### config.mk
export PLATFORM = sky130hd
export DESIGN_NAME = bus_port_fifo_bank
export DESIGN_NICKNAME = d
export VERILOG_FILES = /design/src/rtl/bus_port_fifo_bank.sv
export SDC_FILE = /design/constraint.sdc
export NUM_CORES = 1
export LEC_CHECK = 0
export ABC_CLOCK_PERIOD_IN_PS = 5900
export CAP_MARGIN = 10
export CORE_MARGIN = 4
export CORE_UTILIZATION = 40
export DETAILED_ROUTE_END_ITERATION = 16
export GPL_TIMING_DRIVEN = 0
export PLACE_DENSITY = 0.71
export SYNTH_ARGS = -nofsm -noshare
export SYNTH_HDL_FRONTEND = slang
export SYNTH_SLANG_ARGS = --single-unit
### constraint.sdc
create_clock -name clk -period 5.9 [get_ports clk]
set_input_delay 0.59 -clock clk [delete_from_list [all_inputs] [get_ports clk]]
set_output_delay 0.59 -clock clk [all_outputs]
set_load 0.005 [all_outputs]
### src/rtl/bus_port_fifo_bank.sv
// Per-device FIFO bank for the bus arbiter: one FWFT transmit FIFO per channel
// (agent fills, arbiter drains) and one receive capture register per channel.
module bus_port_fifo_bank #(
  parameter int          drvrs     = 4,
  parameter int          pckg_sz   = 16,
  parameter int          depth     = 8,
  parameter int          ovf_mode  = 0,
  parameter logic [7:0]  broadcast = 8'hFF
) (
  input  logic                                 clk,
  input  logic                                 reset,
  input  logic [drvrs-1:0]                     wr_en,
  input  logic [drvrs*pckg_sz-1:0]             wr_data,
  output logic [drvrs-1:0]                     full,
  output logic [drvrs*$clog2(depth+1)-1:0]     count,
  output logic [drvrs-1:0]                     pndng,
  output logic [drvrs*pckg_sz-1:0]             D_pop,
  input  logic [drvrs-1:0]                     pop,
  input  logic [drvrs-1:0]                     push,
  input  logic [drvrs*pckg_sz-1:0]             D_push,
  output logic [drvrs*pckg_sz-1:0]             rx_data,
  output logic [drvrs-1:0]                     rx_vld,
  output logic [drvrs-1:0]                     rx_bcst,
  input  logic [drvrs-1:0]                     rx_ack,
  output logic [drvrs-1:0]                     rx_ovr,
  output logic [drvrs-1:0]                     pop_err,
  output logic [drvrs*8-1:0]                   drop_cnt
);

  localparam int PW = $clog2(depth);
  localparam int CW = $clog2(depth + 1);
  localparam logic OVW = (ovf_mode != 0);

  for (genvar g = 0; g < drvrs; g++) begin : g_ch
    logic [pckg_sz-1:0] mem_q [depth];
    logic [PW-1:0]      rd_ptr_q, rd_ptr_d, wr_ptr_q, wr_ptr_d;
    logic [CW-1:0]      cnt_q, cnt_d;
    logic [7:0]         drop_q, drop_d;
    logic               pop_err_q, pop_err_d;
    logic [pckg_sz-1:0] rx_data_q, rx_data_d;
    logic               rx_vld_q, rx_vld_d, rx_bcst_q, rx_bcst_d, rx_ovr_q, rx_ovr_d;
    logic               is_empty, is_full, do_pop, do_wr, adv, drop;
    logic [pckg_sz-1:0] wdat, pdat;

    assign wdat = wr_data[g*pckg_sz +: pckg_sz];
    assign pdat = D_push[g*pckg_sz +: pckg_sz];

    always_comb begin
      is_empty  = (cnt_q == '0);
      is_full   = (cnt_q == CW'(depth));
      do_pop    = pop[g] & ~is_empty;
      // In overwrite mode a full write without pop evicts the head so count holds.
      do_wr     = wr_en[g] & (~is_full | do_pop | OVW);
      adv       = do_pop | (wr_en[g] & is_full & OVW);
      drop      = wr_en[g] & is_full & ~do_pop;
      rd_ptr_d  = adv   ? rd_ptr_q + PW'(1) : rd_ptr_q;
      wr_ptr_d  = do_wr ? wr_ptr_q + PW'(1) : wr_ptr_q;
      cnt_d     = cnt_q;
      if (do_wr && !adv)      cnt_d = cnt_q + CW'(1);
      else if (adv && !do_wr) cnt_d = cnt_q - CW'(1);
      drop_d    = (drop && drop_q != 8'hFF) ? drop_q + 8'd1 : drop_q;
      pop_err_d = pop_err_q | (pop[g] & is_empty);

      rx_data_d = rx_data_q;
      rx_vld_d  = rx_vld_q;
      rx_bcst_d = rx_bcst_q;
      rx_ovr_d  = rx_ovr_q;
      if (push[g]) begin
        rx_data_d = pdat;
        rx_vld_d  = 1'b1;
        rx_bcst_d = (pdat[pckg_sz-1 -: 8] == broadcast);
        rx_ovr_d  = rx_ovr_q | (rx_vld_q & ~rx_ack[g]);
      end else if (rx_ack[g] && rx_vld_q) begin
        rx_vld_d  = 1'b0;
      end
    end

    always_ff @(posedge clk or posedge reset) begin
      if (reset) begin
        rd_ptr_q  <= '0;
        wr_ptr_q  <= '0;
        cnt_q     <= '0;
        drop_q    <= '0;
        pop_err_q <= 1'b0;
        rx_data_q <= '0;
        rx_vld_q  <= 1'b0;
        rx_bcst_q <= 1'b0;
        rx_ovr_q  <= 1'b0;
      end else begin
        rd_ptr_q  <= rd_ptr_d;
        wr_ptr_q  <= wr_ptr_d;
        cnt_q     <= cnt_d;
        drop_q    <= drop_d;
        pop_err_q <= pop_err_d;
        rx_data_q <= rx_data_d;
        rx_vld_q  <= rx_vld_d;
        rx_bcst_q <= rx_bcst_d;
        rx_ovr_q  <= rx_ovr_d;
      end
    end

    // Storage needs no reset: the head is masked to zero whenever count is zero.
    always_ff @(posedge clk) begin
      if (do_wr) mem_q[wr_ptr_q] <= wdat;
    end

    assign full[g]                       = is_full;
    assign pndng[g]                      = ~is_empty;
    assign count[g*CW +: CW]             = cnt_q;
    assign D_pop[g*pckg_sz +: pckg_sz]   = is_empty ? '0 : mem_q[rd_ptr_q];
    assign rx_data[g*pckg_sz +: pckg_sz] = rx_data_q;
    assign rx_vld[g]                     = rx_vld_q;
    assign rx_bcst[g]                    = rx_bcst_q;
    assign rx_ovr[g]                     = rx_ovr_q;
    assign pop_err[g]                    = pop_err_q;
    assign drop_cnt[g*8 +: 8]            = drop_q;
  end

endmodule

## Yosys cells after proc, flatten, opt, wreduce, memory -nomap -nowiden

Memory sizes are Yosys's and may differ from the RTL's.
Index checks and enable logic that the tools add are counted.

- Memories: 4
- Output and inout port bits: 200
- Register bits: 152
- RAM bits: 512
- Word-level logic and storage cells: 188

Memory list:

| name | depth | width | rd ports | clocked after Yosys merged registers in | wr ports | line | RTL |
|---|---|---|---|---|---|---|---|
| g_ch[0].mem_q | 8 | 16 | 1 | 0 | 1 | 35 | `logic [pckg_sz-1:0] mem_q [depth];` |
| g_ch[1].mem_q | 8 | 16 | 1 | 0 | 1 | 35 |  |
| g_ch[2].mem_q | 8 | 16 | 1 | 0 | 1 | 35 |  |
| g_ch[3].mem_q | 8 | 16 | 1 | 0 | 1 | 35 |  |

- Bitwise logic cells: 52
- $add $sub $neg: 20
- Reductions and logical operators: 36
- Eq/ne operators: 12
- Multiplexer cells: 28

Operator list:

| kind | number |
|---|---|
| 16-bit two-way mux | 4 |
| 8-bit by 1-bit adder with 8-bit output, second input constant | 4 |
| 8-bit == test, second input constant | 4 |
| 4-bit two-way mux | 8 |
| 8-bit inequality test, second input constant | 4 |
| 3-bit by 1-bit adder with 3-bit output, second input constant | 8 |
| 1-bit bitwise AND | 24 |
| 4-bit by 1-bit adder with 4-bit output, second input constant | 4 |
| 4-bit == test, second input constant | 4 |
| 1-bit logical AND | 16 |
| 4-bit logical NOT | 4 |
| 1-bit two-way mux | 16 |
| 1-bit inverter | 16 |
| 2-bit nonzero test | 8 |
| 4-bit by 1-bit subtractor with 4-bit output, second input constant | 4 |
| 1-bit bitwise OR | 12 |
| 1-bit logical NOT | 8 |

## Depth between registers and ports, before layout

Gate-level depths: netlist of the first run.

- Depth in word-level cells: 9
- Depth in mapped cells: 10
- Gate-level depth less buffers: 10

## Worst setup path after synthesis of the first run

Ideal clock, no wire load.

- Kind: reg-to-reg
- Start: register g_ch[1].cnt_q[0]
- End: register g_ch[1].cnt_q[3]
- Data required time: 5.774 ns
- Setup slack: 2.858 ns
- Buffers on the path: 0
- Arrival: 2.916 ns
- Stages on the path, launching flop included: 11
- Setup time: 0.126 ns
- Path through: dfrtp_1 -> or4b_4 -> o21ai_0 -> inv_1 -> ha_1 -> inv_1 -> ha_1 -> a21o_1 -> a2111oi_0 -> a31oi_1 -> a221o_1

- Longest elaborated chain between the ends: 8

Ends and longest elaborated chain:

| item | line | RTL |
|---|---|---|
| start, declared | 37 | `logic [CW-1:0] cnt_q, cnt_d;` |
| start signal, assigned | 92 | `cnt_q <= cnt_d;` |
| 4-bit logical NOT | 49 | `is_empty = (cnt_q == '0);` |
| 1-bit inverter | 51 | `do_pop = pop[g] & ~is_empty;` |
| 1-bit bitwise AND | 51 |  |
| 1-bit bitwise OR * | 53 | `do_wr = wr_en[g] & (~is_full \| do_pop \| OVW);` |
| 1-bit bitwise AND * | 53 |  |
| via g_ch[1].do_wr | 42 | `logic is_empty, is_full, do_pop, do_wr, adv, drop;` |
| 1-bit logical NOT | 60 | `else if (adv && !do_wr) cnt_d = cnt_q - CW'(1);` |
| 1-bit logical AND | 60 |  |
| 2-bit nonzero test (no source line) | - |  |

The timed path passes the listed nets; every way through them passes the cells marked *. The select of a mux whose other input is x is not followed.
A chain may end at the register's enable or synchronous reset.

## Worst setup path after layout of the first run

- Start: register g_ch[1].cnt_q[0]
- End: register g_ch[1].cnt_q[3]

- Longest elaborated chain between the ends: 8

Ends and longest elaborated chain:

| item | line |
|---|---|
| 4-bit logical NOT | 49 |
| 1-bit inverter | 51 |
| 1-bit bitwise AND | 51 |
| 1-bit bitwise OR | 53 |
| 1-bit bitwise AND | 53 |
| 1-bit logical NOT | 60 |
| 1-bit logical AND | 60 |
| 2-bit nonzero test (no source line) | - |

Parallel ways exist; a longest one is shown, timed or not. The select of a mux whose other input is x is not followed.

==> run metrics, run 1 <==
outcome=completed; Die H=roughly 270 µm; async set-reset flop share out of synthesis=around 23%; Tmin final=between 3000 and 4000 ps; Num CTS Buffers=71; Worst Reg-to-Reg Cells=10; Max FO, Critical Path=9; Fillers=about 5200; Final Core Density=52.0%; Max Fclk=0.253 GHz; initial antenna violation count=2; Syn Area/Cell=18.5 µm²; Combinational Power Share=about 32%; clock latency on the worst-skew pair=about 600 ps; leakage=about 0.012 µW; Setup Buffers After CTS=0; worst r2r src=g_ch[1].cnt_q[0]; fin nets=2059; Reg clk slew, reported paths=60 ps; Die Wd=roughly 270 µm; crit start category=flip-flop; DP HPWL=roughly 42000 µm; gpl congestion=between 0.9 and 1; CTS H-tree depth=3; critical path's top delay family=simple AND/OR/NAND/NOR gates; worst-path cell with the longest stage delay=nor4_2; most common cell after layout, fill and taps aside=edfxtp_1; M1 WL=roughly 24000 µm; Worst-Margin Slew=approximately 1200 ps; worst min path class=in -> async; RSZ-0062 raised after global routing=no; synthesized instance count=roughly 1400; final number of max-transition violations=0; synthesized area=approximately 27000 µm²; uppermost layer routed=met4; cell-by-cell trace of the critical path=nor4_2 -> inv_1 -> nand2_1 -> ha_1 -> inv_1 -> ha_1 -> a21o_1 -> a2111oi_0 -> a31oi_1 -> a221o_1; Gates resized, CTS repair=0; PortBufs=around 340; vias in the first global route=15500; Main synth FF type=edfxtp_1; Die Area=a little over 70000 µm²; number of flops mapped to enable cells by yosys=512; Area Growth Syn to Fin=28.9%; hold_buf cts=0; DR WL met2=30200 µm; Final Hold Viols=0; DR iter-0 viols=about 800; global route overflow=0; number of iterations in the first detailed-routing pass=5; Slew HR=roughly a fifth; area of the core=approximately 66000 µm²; clock share of power=29.3%; largest net degree at the start of global routing=110; TNS Setup=0 ps; FF-to-FF End=g_ch[1].cnt_q[3]; Seq cells post-synth=between 600 and 700; DRC viols=0; TritonCTS clock tree=yes; WP buf/inv=2; drt total wl=~60000 µm; ANT nets after route=0; via/cell ratio=approximately 5.2; Sw Pwr=4580 µW; Req. time, crit path=around 6400 ps; CP arrival=roughly 4400 ps; worst-case clock buffer depth=3; sequential area share after synthesis=~72%; Sw Ratio=28.6%; most frequent cells in the layout=edfxtp_1 (512), clkdlybuf4s50_1 (341), dfrtp_1 (152), mux4_2 (128), mux2_2 (79); Reg power frac=about two fifths; CTS root buf=clkbuf_16; maximum VDD drop=around 0.00028 V; Setup violations, final=0; Initial Utilization=between 40 and 50%; Min Hold Slack=424 ps; via count=14600; GRT Util Overall=17.0%; P per Cell Area=roughly 470 nW/µm²; P_int=11400 µW; max-cap violation count=0; post-synth net total=1606; layout cell share with drive strength beyond 1=approximately 23%; Crit Path Category=reg -> reg; synth warn=0; Unique masters post-synth=50; DR WL/cell=roughly 21 µm; Rows=94; R2R Setup Slk=~1900 ps; global-route wire length before repair=92800 µm; Num Clock Sinks=664; PnR Total Power=~16000 µW; skew final=~25 ps; crit end category=flip-flop; CP peak stage delay=around 1000 ps; io pins=roughly 350; Tcrit/Tclk final=about two thirds; Routed met3 length=4200 µm
## worst max path at each step
stage	from	end	slack, ps	depth (start not counted)
after floorplan	reset	g_ch[0].cnt_q[0]	1220	1
after global placement	reset	g_ch[1].rd_ptr_q[1]	-1210	2
after detailed placement	g_ch[1].cnt_q[0]	g_ch[1].cnt_q[3]	1980	10
after CTS	g_ch[1].cnt_q[0]	g_ch[1].cnt_q[3]	1990	10
after global routing	g_ch[0].cnt_q[0]	g_ch[0].cnt_q[3]	1770	10
final	g_ch[1].cnt_q[0]	g_ch[1].cnt_q[3]	1940	10
## layout make-up
class | instances | area [µm²] | area share (%)
tap | 864 | 1080 | 3.16
sequential | 664 | 19200 | 56.1
clock inverter | 30 | 462 | 1.35
inverter | 31 | 125 | 0.366
clock buffer | 102 | 2050 | 5.99
antenna | 2 | 5.00 | 0.0146
buffer | 76 | 385 | 1.13
multi-input combinational | 661 | 6930 | 20.3
timing repair buffer | 380 | 3970 | 11.6
## cell usage after synthesis, types with 6 or more instances
cell | count | area [µm²]
o21ai_0 | 15 | 75.1
nor3_1 | 22 | 110
xor2_1 | 9 | 78.8
nor2_1 | 100 | 375
nand2b_1 | 16 | 100
mux2_2 | 79 | 890
buf_2 | 20 | 100
a21oi_1 | 7 | 35.0
inv_1 | 29 | 109
nand2_1 | 62 | 233
clkbuf_1 | 31 | 116
nand4_1 | 10 | 62.6
buf_4 | 20 | 150
edfxtp_1 | 512 | 15400
ha_1 | 24 | 300
nand3_1 | 20 | 100
xnor2_1 | 26 | 228
mux2i_1 | 67 | 671
a21o_1 | 12 | 90.1
dfrtp_1 | 152 | 3800
mux4_2 | 128 | 2880
a31oi_1 | 6 | 37.5
## kinds of logic after synthesis
family / synth area share, %
AOI/OAI and AO/OA: 1.60
and+or+nand+nor: 4.75
muxes: 16.8
adders and majority gates: 1.43
buffers and inverters: 1.90
DFF: 72.3
xor gates and xnor gates: 1.16
## registers in the layout (all words and copies together) (netlist names)
signal	cells
g_ch.rx_data_q	64
g_ch.cnt_q	16
g_ch.rd_ptr_q	12
g_ch.rx_ovr_q	4
g_ch.rx_vld_q	4
g_ch.drop_q	32
g_ch.rx_bcst_q	4
g_ch.mem_q	512
g_ch.pop_err_q	4
g_ch.wr_ptr_q	12
## power by group through the flow
stage	registers (µW)	logic, µW	clock network [µW]
after floorplan	6120	2840	0
after global placement	6170	4990	0
after detailed placement	6210	5270	0
after CTS	6120	5290	4790
after global routing	6180	5620	5010
final	6120	5190	4680
## per-stage QoR
step / cell area, µm² / setup slack [ps] / std cells
global placement: 31000 / -1210 / 2637
finish: 34200 / 1940 / 2810
floorplan: 26500 / 1220 / 1432
global route: 34200 / 1770 / 2809
detailed placement: 31700 / 1980 / 2676
CTS: 34200 / 1990 / 2808
## metal layers
metal | global-route usage, % | vias to the layer above
li1 | - | 6502
met1 | 21.7 | 7546
met2 | 29.0 | 478
met3 | 3.98 | 110
met4 | 5.51 | 0
met5 | 0 | -
(Power assumes the default switching activity.)
==> run 2: changes to the inputs <==
--- a/config.mk
+++ b/config.mk
@@ -5,13 +5,13 @@
 export SDC_FILE = /design/constraint.sdc
 export NUM_CORES = 1
 export LEC_CHECK = 0
-export ABC_CLOCK_PERIOD_IN_PS = 5900
+export ABC_CLOCK_PERIOD_IN_PS = 3300
 export CAP_MARGIN = 10
 export CORE_MARGIN = 4
 export CORE_UTILIZATION = 40
 export DETAILED_ROUTE_END_ITERATION = 16
 export GPL_TIMING_DRIVEN = 0
-export PLACE_DENSITY = 0.71
+export PLACE_DENSITY = 0.73
 export SYNTH_ARGS = -nofsm -noshare
 export SYNTH_HDL_FRONTEND = slang
 export SYNTH_SLANG_ARGS = --single-unit
==> constraint.sdc (replaced) <==
create_clock -name clk -period 3.3 [get_ports clk]
set_input_delay 0.33 -clock clk [delete_from_list [all_inputs] [get_ports clk]]
set_output_delay 0.33 -clock clk [all_outputs]
set_load 0.005 [all_outputs]
==> run metrics, run 2 (synthesized netlist as in run 1, its figures left out) <==
via/cell ratio=5.20 (was 5.21); Rows=94 (unchanged); Num Clock Sinks=664 (unchanged); DP HPWL=43000 µm (was 42400 µm); most frequent cells in the layout=edfxtp_1 (512), clkdlybuf4s50_1 (341), dfrtp_1 (149), mux4_2 (128), mux2_2 (79) (was edfxtp_1 (512), clkdlybuf4s50_1 (341), dfrtp_1 (152), mux4_2 (128), mux2_2 (79)); Die Wd=265 µm (unchanged); CP arrival=3650 ps (was 4440 ps); CP peak stage delay=620 ps (was 1010 ps); Worst-Margin Slew=1040 ps (was 1200 ps); CTS H-tree depth=3 (unchanged); most common cell after layout, fill and taps aside=edfxtp_1 (unchanged); P per Cell Area=835 nW/µm² (was 468 nW/µm²); CTS root buf=clkbuf_16 (unchanged); Area Growth Syn to Fin=29.5% (was 28.9%); initial antenna violation count=4 (was 2); layout cell share with drive strength beyond 1=24.3% (was 22.8%); uppermost layer routed=met5 (was met4); TritonCTS clock tree=yes (unchanged); hold_buf cts=0 (unchanged); maximum VDD drop=0.000523 V (was 0.000276 V); max-cap violation count=0 (unchanged); Tcrit/Tclk final=96.4% (was 67.1%); drt total wl=61800 µm (was 60200 µm); pre-CTS setup slack=-467 ps (was 1980 ps); Die Area=70500 µm² (unchanged); most used cell along the critical path=ha_1; via count=14700 (was 14600); skew final=31.8 ps (was 25.2 ps); final number of max-transition violations=0 (unchanged); PnR Total Power=28700 µW (was 16000 µW); global route overflow=0 (unchanged); worst-path cell with the longest stage delay=or4b_4 (was nor4_2); Slew HR=30.1% (was 19.4%); Num CTS Buffers=73 (was 71); Most flops, register=g_ch.mem_q (unchanged); PortBufs=341 (unchanged); area of the core=65700 µm² (unchanged); Initial Utilization=40.3% (unchanged); Reg clk slew, reported paths=60 ps (about the same); vias in the first global route=15700 (was 15500); worst min path class=in -> async (unchanged); io pins=346 (unchanged); DR iter-0 viols=860 (was 811); fin nets=2068 (was 2059); Setup violations, final=0 (unchanged); Routed met3 length=4200 µm (about the same); Final Hold Viols=0 (unchanged); crit start category=flip-flop (unchanged); worst-case clock buffer depth=3 (unchanged); GRT Util Overall=17.4% (was 17.0%); leakage=0.0122 µW (about the same); number of iterations in the first detailed-routing pass=5 (unchanged); max reg flops=512 (unchanged); clock latency on the worst-skew pair=600 ps (about the same); Crit Path Category=reg -> reg (unchanged); DR WL/cell=21.9 µm (was 21.4 µm); Max FO, Critical Path=6 (was 9); ANT nets after route=0 (unchanged); M1 WL=24000 µm (was 24300 µm); gpl congestion=0.869 (was 0.907); Final WS setup=120 ps (was 1940 ps); Largest regs=g_ch.mem_q x512, g_ch.rx_data_q x64, g_ch.drop_q x32 (unchanged); crit end category=flip-flop (unchanged); Req. time, crit path=3770 ps (was 6380 ps); global-route wire length before repair=94600 µm (was 92800 µm); DRC viols=0 (unchanged); DR WL met2=32000 µm (was 30200 µm); largest net degree at the start of global routing=43 (was 110); outcome=completed (unchanged); Tmin final=3180 ps (was 3960 ps); Die H=265 µm (unchanged); Max Fclk=0.314 GHz (was 0.253 GHz); cell-by-cell trace of the critical path=or4b_4 -> o21ai_4 -> inv_1 -> ha_1 -> inv_2 -> ha_1 -> a21o_1 -> a2111oi_0 -> a31oi_1 -> a221o_1 (was nor4_2 -> inv_1 -> nand2_1 -> ha_1 -> inv_1 -> ha_1 -> a21o_1 -> a2111oi_0 -> a31oi_1 -> a221o_1)
[run 2: cell count changes in the layout (fill, tap and decap cells not counted), sizes merged]
cell / change
clkinvlp: +8
clkinv: +5
clkbuf: -10
bufinv: -1
buf: +5
[run 2: layer usage]
metal  vias to the layer above  track usage (%)
met5                         -                0
met2                       509             30.8
met1                      7496             21.3
met3                       107             3.94
li1                       6542                -
met4                         4             5.55
[run 2: path summary, 6_finish.rpt]
kind                                   endpoint  cells past startpoint              start  slack (ps)
setup / recovery               g_ch[0].cnt_q[3]                     10   g_ch[0].cnt_q[0]         120
hold / removal             g_ch[0].rx_data_q[4]                      2              reset          40
setup reg to reg               g_ch[0].cnt_q[3]                     10   g_ch[0].cnt_q[0]         120
hold reg to reg               g_ch[2].pop_err_q                      1  g_ch[2].pop_err_q         460
max in group asynchronous     g_ch[3].drop_q[5]                      4              reset        2510
min in group clk              g_ch[3].rx_bcst_q                      2            push[3]         190
[run 2: power breakdown]
group / internal [µW] / switching (µW)
clock: 4930 / 3280
combinational: 5060 / 4380
sequential: 10300 / 705
[run 2: cell type report]
cell class	count	area, µm²
diodes	2	5.00
plain buffers	75	433
clock buffers	90	1940
clock inverters	42	517
fillers	5143	31400
inverters	31	121
multi-input cells	661	6990
flip-flops and latches	664	19200
well taps	864	1080
repair buffers	388	4050
[run 2: per-stage QoR]
| stage | TNS [ps] | hold WS, ps | utilization, % | area (µm²) | instances |
|---|---|---|---|---|---|
| 3_5_place_dp | -1010 | 450 | 48.2 | 31700 | 2677 |
| 3_3_place_gp | -202690 | 441 | 47.2 | 31000 | 2637 |
| 2_1_floorplan | 0 | 429 | - | 26500 | 1432 |
| 6_report | 0 | 43.4 | 52.2 | 34300 | 2817 |
| 4_1_cts | -22.6 | 1.29 | 52.1 | 34300 | 2813 |
| 5_1_grt | -3.64 | 28.8 | 52.2 | 34300 | 2817 |
[run 2: worst max-delay path, delay by kind of cell (launching register included)]
kind                     cells  cell delay (ps)
flip-flops                   1              480
adder cells (fa/ha/maj)      2              490
AND/OR/NAND/NOR              1              620
buffers and inverters        2              250
AO/OA/AOI/OAI                5             1230
[run 2: timing repair]
item / CTS / global route
cloned: 0 / 0
endpoints found under the setup margin: 69 / 32
resized for setup: 30 / 19
setup buffers: 4 / 3
pin swaps: 2 / 1
==> run 3: changes to the inputs <==
--- a/config.mk
+++ b/config.mk
@@ -6,7 +6,7 @@
 export NUM_CORES = 1
 export LEC_CHECK = 0
 export ABC_CLOCK_PERIOD_IN_PS = 3300
-export CAP_MARGIN = 10
+export CAP_MARGIN = 0
 export CORE_MARGIN = 4
 export CORE_UTILIZATION = 40
 export DETAILED_ROUTE_END_ITERATION = 16
==> run metrics, run 3 (synthesized netlist as in run 1, its figures left out) <==
outcome=completed (unchanged); Rows=94 (unchanged); RSZ-0062 raised after global routing=yes; Req. time, crit path=2970 ps (was 3770 ps); Most flops, register=g_ch.mem_q (unchanged); Slew HR=34.1% (was 30.1%); GRT Util Overall=17.3% (was 17.4%); vias in the first global route=15600 (was 15700); most frequent cells in the layout=edfxtp_1 (512), clkdlybuf4s50_1 (341), dfrtp_1 (148), mux4_2 (128), mux2_2 (79) (was edfxtp_1 (512), clkdlybuf4s50_1 (341), dfrtp_1 (149), mux4_2 (128), mux2_2 (79)); global-route wire length before repair=94100 µm (was 94600 µm); area of the core=65700 µm² (unchanged); ANT nets after route=0 (unchanged); Max Fclk=0.314 GHz (about the same); gpl congestion=0.869 (unchanged); pre-CTS setup slack=-462 ps (was -467 ps); worst min path class=in -> reg (was in -> async); P per Cell Area=825 nW/µm² (was 835 nW/µm²); crit start category=flip-flop (unchanged); Final WS setup=116 ps (was 120 ps); TritonCTS clock tree=yes (unchanged); max reg flops=512 (unchanged); via/cell ratio=5.19 (was 5.20); Worst-Margin Slew=983 ps (was 1040 ps); Area Growth Syn to Fin=29.0% (was 29.5%); number of iterations in the first detailed-routing pass=5 (unchanged); final std cells w/o fill=2818 (was 2817); Tcrit/Tclk final=96.5% (was 96.4%); Die Area=70500 µm² (unchanged); DR WL/cell=21.9 µm (about the same); Crit Path Category=reg -> out (was reg -> reg); skew final=24.0 ps (was 31.8 ps); DP HPWL=43100 µm (was 43000 µm); layout cell share with drive strength beyond 1=24.4% (was 24.3%); Tmin final=3180 ps (about the same); drt total wl=61800 µm (about the same); footprint of the multi-input gates=7000 µm² (was 6990 µm²); io pins=346 (unchanged); Largest regs=g_ch.mem_q x512, g_ch.rx_data_q x64, g_ch.drop_q x32 (unchanged); final number of max-transition violations=0 (unchanged); Die H=265 µm (unchanged); TNS Setup=0 ps (unchanged); max-cap violation count=0 (unchanged); Reg clk slew, reported paths=60 ps (about the same); initial antenna violation count=4 (unchanged); leakage=0.0122 µW (about the same); Max FO, Critical Path=10 (was 6); fin nets=2068 (unchanged); cell total after placement=2676 (was 2677); clock latency on the worst-skew pair=610 ps (was 600 ps); Worst Reg-to-Reg Cells=10 (unchanged); DRC viols=0 (unchanged); PortBufs=341 (unchanged); maximum VDD drop=0.000498 V (was 0.000523 V); via count=14600 (was 14700); Setup violations, final=0 (unchanged); Hold Path Cell Cnt=2; Initial Utilization=40.3% (unchanged); CP arrival=2850 ps (was 3650 ps); Final Hold Viols=0 (unchanged); CTS root buf=clkbuf_16 (unchanged); global route overflow=0 (unchanged); Fillers=5145 (was 5143); register area=19200 µm² (about the same); DR iter-0 viols=808 (was 860); Num Clock Sinks=664 (unchanged); crit end category=output port (was flip-flop); Min Hold Slack=205 ps (was 43.4 ps); Final Core Density=52.0% (was 52.2%); Num CTS Buffers=72 (was 73); most common cell after layout, fill and taps aside=edfxtp_1 (unchanged); Die Wd=265 µm (unchanged); worst-case clock buffer depth=3 (unchanged); CTS H-tree depth=3 (unchanged); largest net degree at the start of global routing=43 (unchanged)
## run 3: cell count changes in the layout (fill, tap and decap cells not counted), sizes merged
| cell | before | now |
|---|---|---|
| clkbuf | 123 | 120 |
| clkinvlp | 8 | 3 |
| buf | 89 | 88 |
| clkinv | 24 | 38 |
| inv | 32 | 31 |
| bufinv | 9 | 4 |
| diode | 2 | 3 |
| dlygate4sd3 | 0 | 1 |
## run 3: worst paths after layout
kind | from | slack [ps] | end
max | g_ch[3].rd_ptr_q[1] | 120 | D_pop[60]
min | push[3] | 200 | g_ch[3].rx_bcst_q
max reg2reg | g_ch[0].cnt_q[0] | 170 | g_ch[0].cnt_q[3]
min reg2reg | g_ch[2].pop_err_q | 450 | g_ch[2].pop_err_q
max in group asynchronous | reset | 1930 | g_ch[3].drop_q[6]
min in group asynchronous | reset | 600 | g_ch[2].rx_data_q[2]
## run 3: repair_timing
action / 4_1_cts / 5_1_grt
pin swaps: 3 / 2
endpoints found under the hold margin: 6 / 0
gates resized for setup: 32 / 20
hold buffers: 1 / 0
setup buffers: 3 / 5
endpoints found under the setup margin: 72 / 45
## run 3: power by group
part | internal, µW | switching [µW] | total [µW]
combinational | 5070 | 4390 | 9470
clock | 4490 | 3240 | 7730
sequential | 10300 | 701 | 11000
## run 3: layout make-up
type,instances,share of cell area [%]
clock buffers,86,5.61
clock inverters,45,1.11
multi-input cells,661,20.5
well taps,864,3.16
flip-flops and latches,664,56.1
inverters,31,0.355
diodes,3,0.0220
repair buffers,389,11.9
plain buffers,75,1.28
## run 3: critical path: stages, from the launching register on
cell and delay, ps:
dfrtp_1 360, clkbuf_1 280, clkbuf_2 410, mux4_2 360, mux2i_1 270, nor2_1 90, clkdlybuf4s50_1 490
## run 3: metal layers
metal  global-route usage [%]  share of wire (%)  vias up
met1                     21.3                 39     7556
met3                     4.19                6.8       83
li1                         -                  -     6535
met2                     30.6                 52      462
met4                     5.05                1.9        2
met5                        0              0.016        -
## run 3: through the flow
step | total power, µW | instance area (µm²)
2_1_floorplan | 16000 | 26500
3_3_place_gp | 20000 | 31000
3_5_place_dp | 20600 | 31700
4_1_cts | 28500 | 34100
5_1_grt | 29700 | 34200
6_report | 28200 | 34200
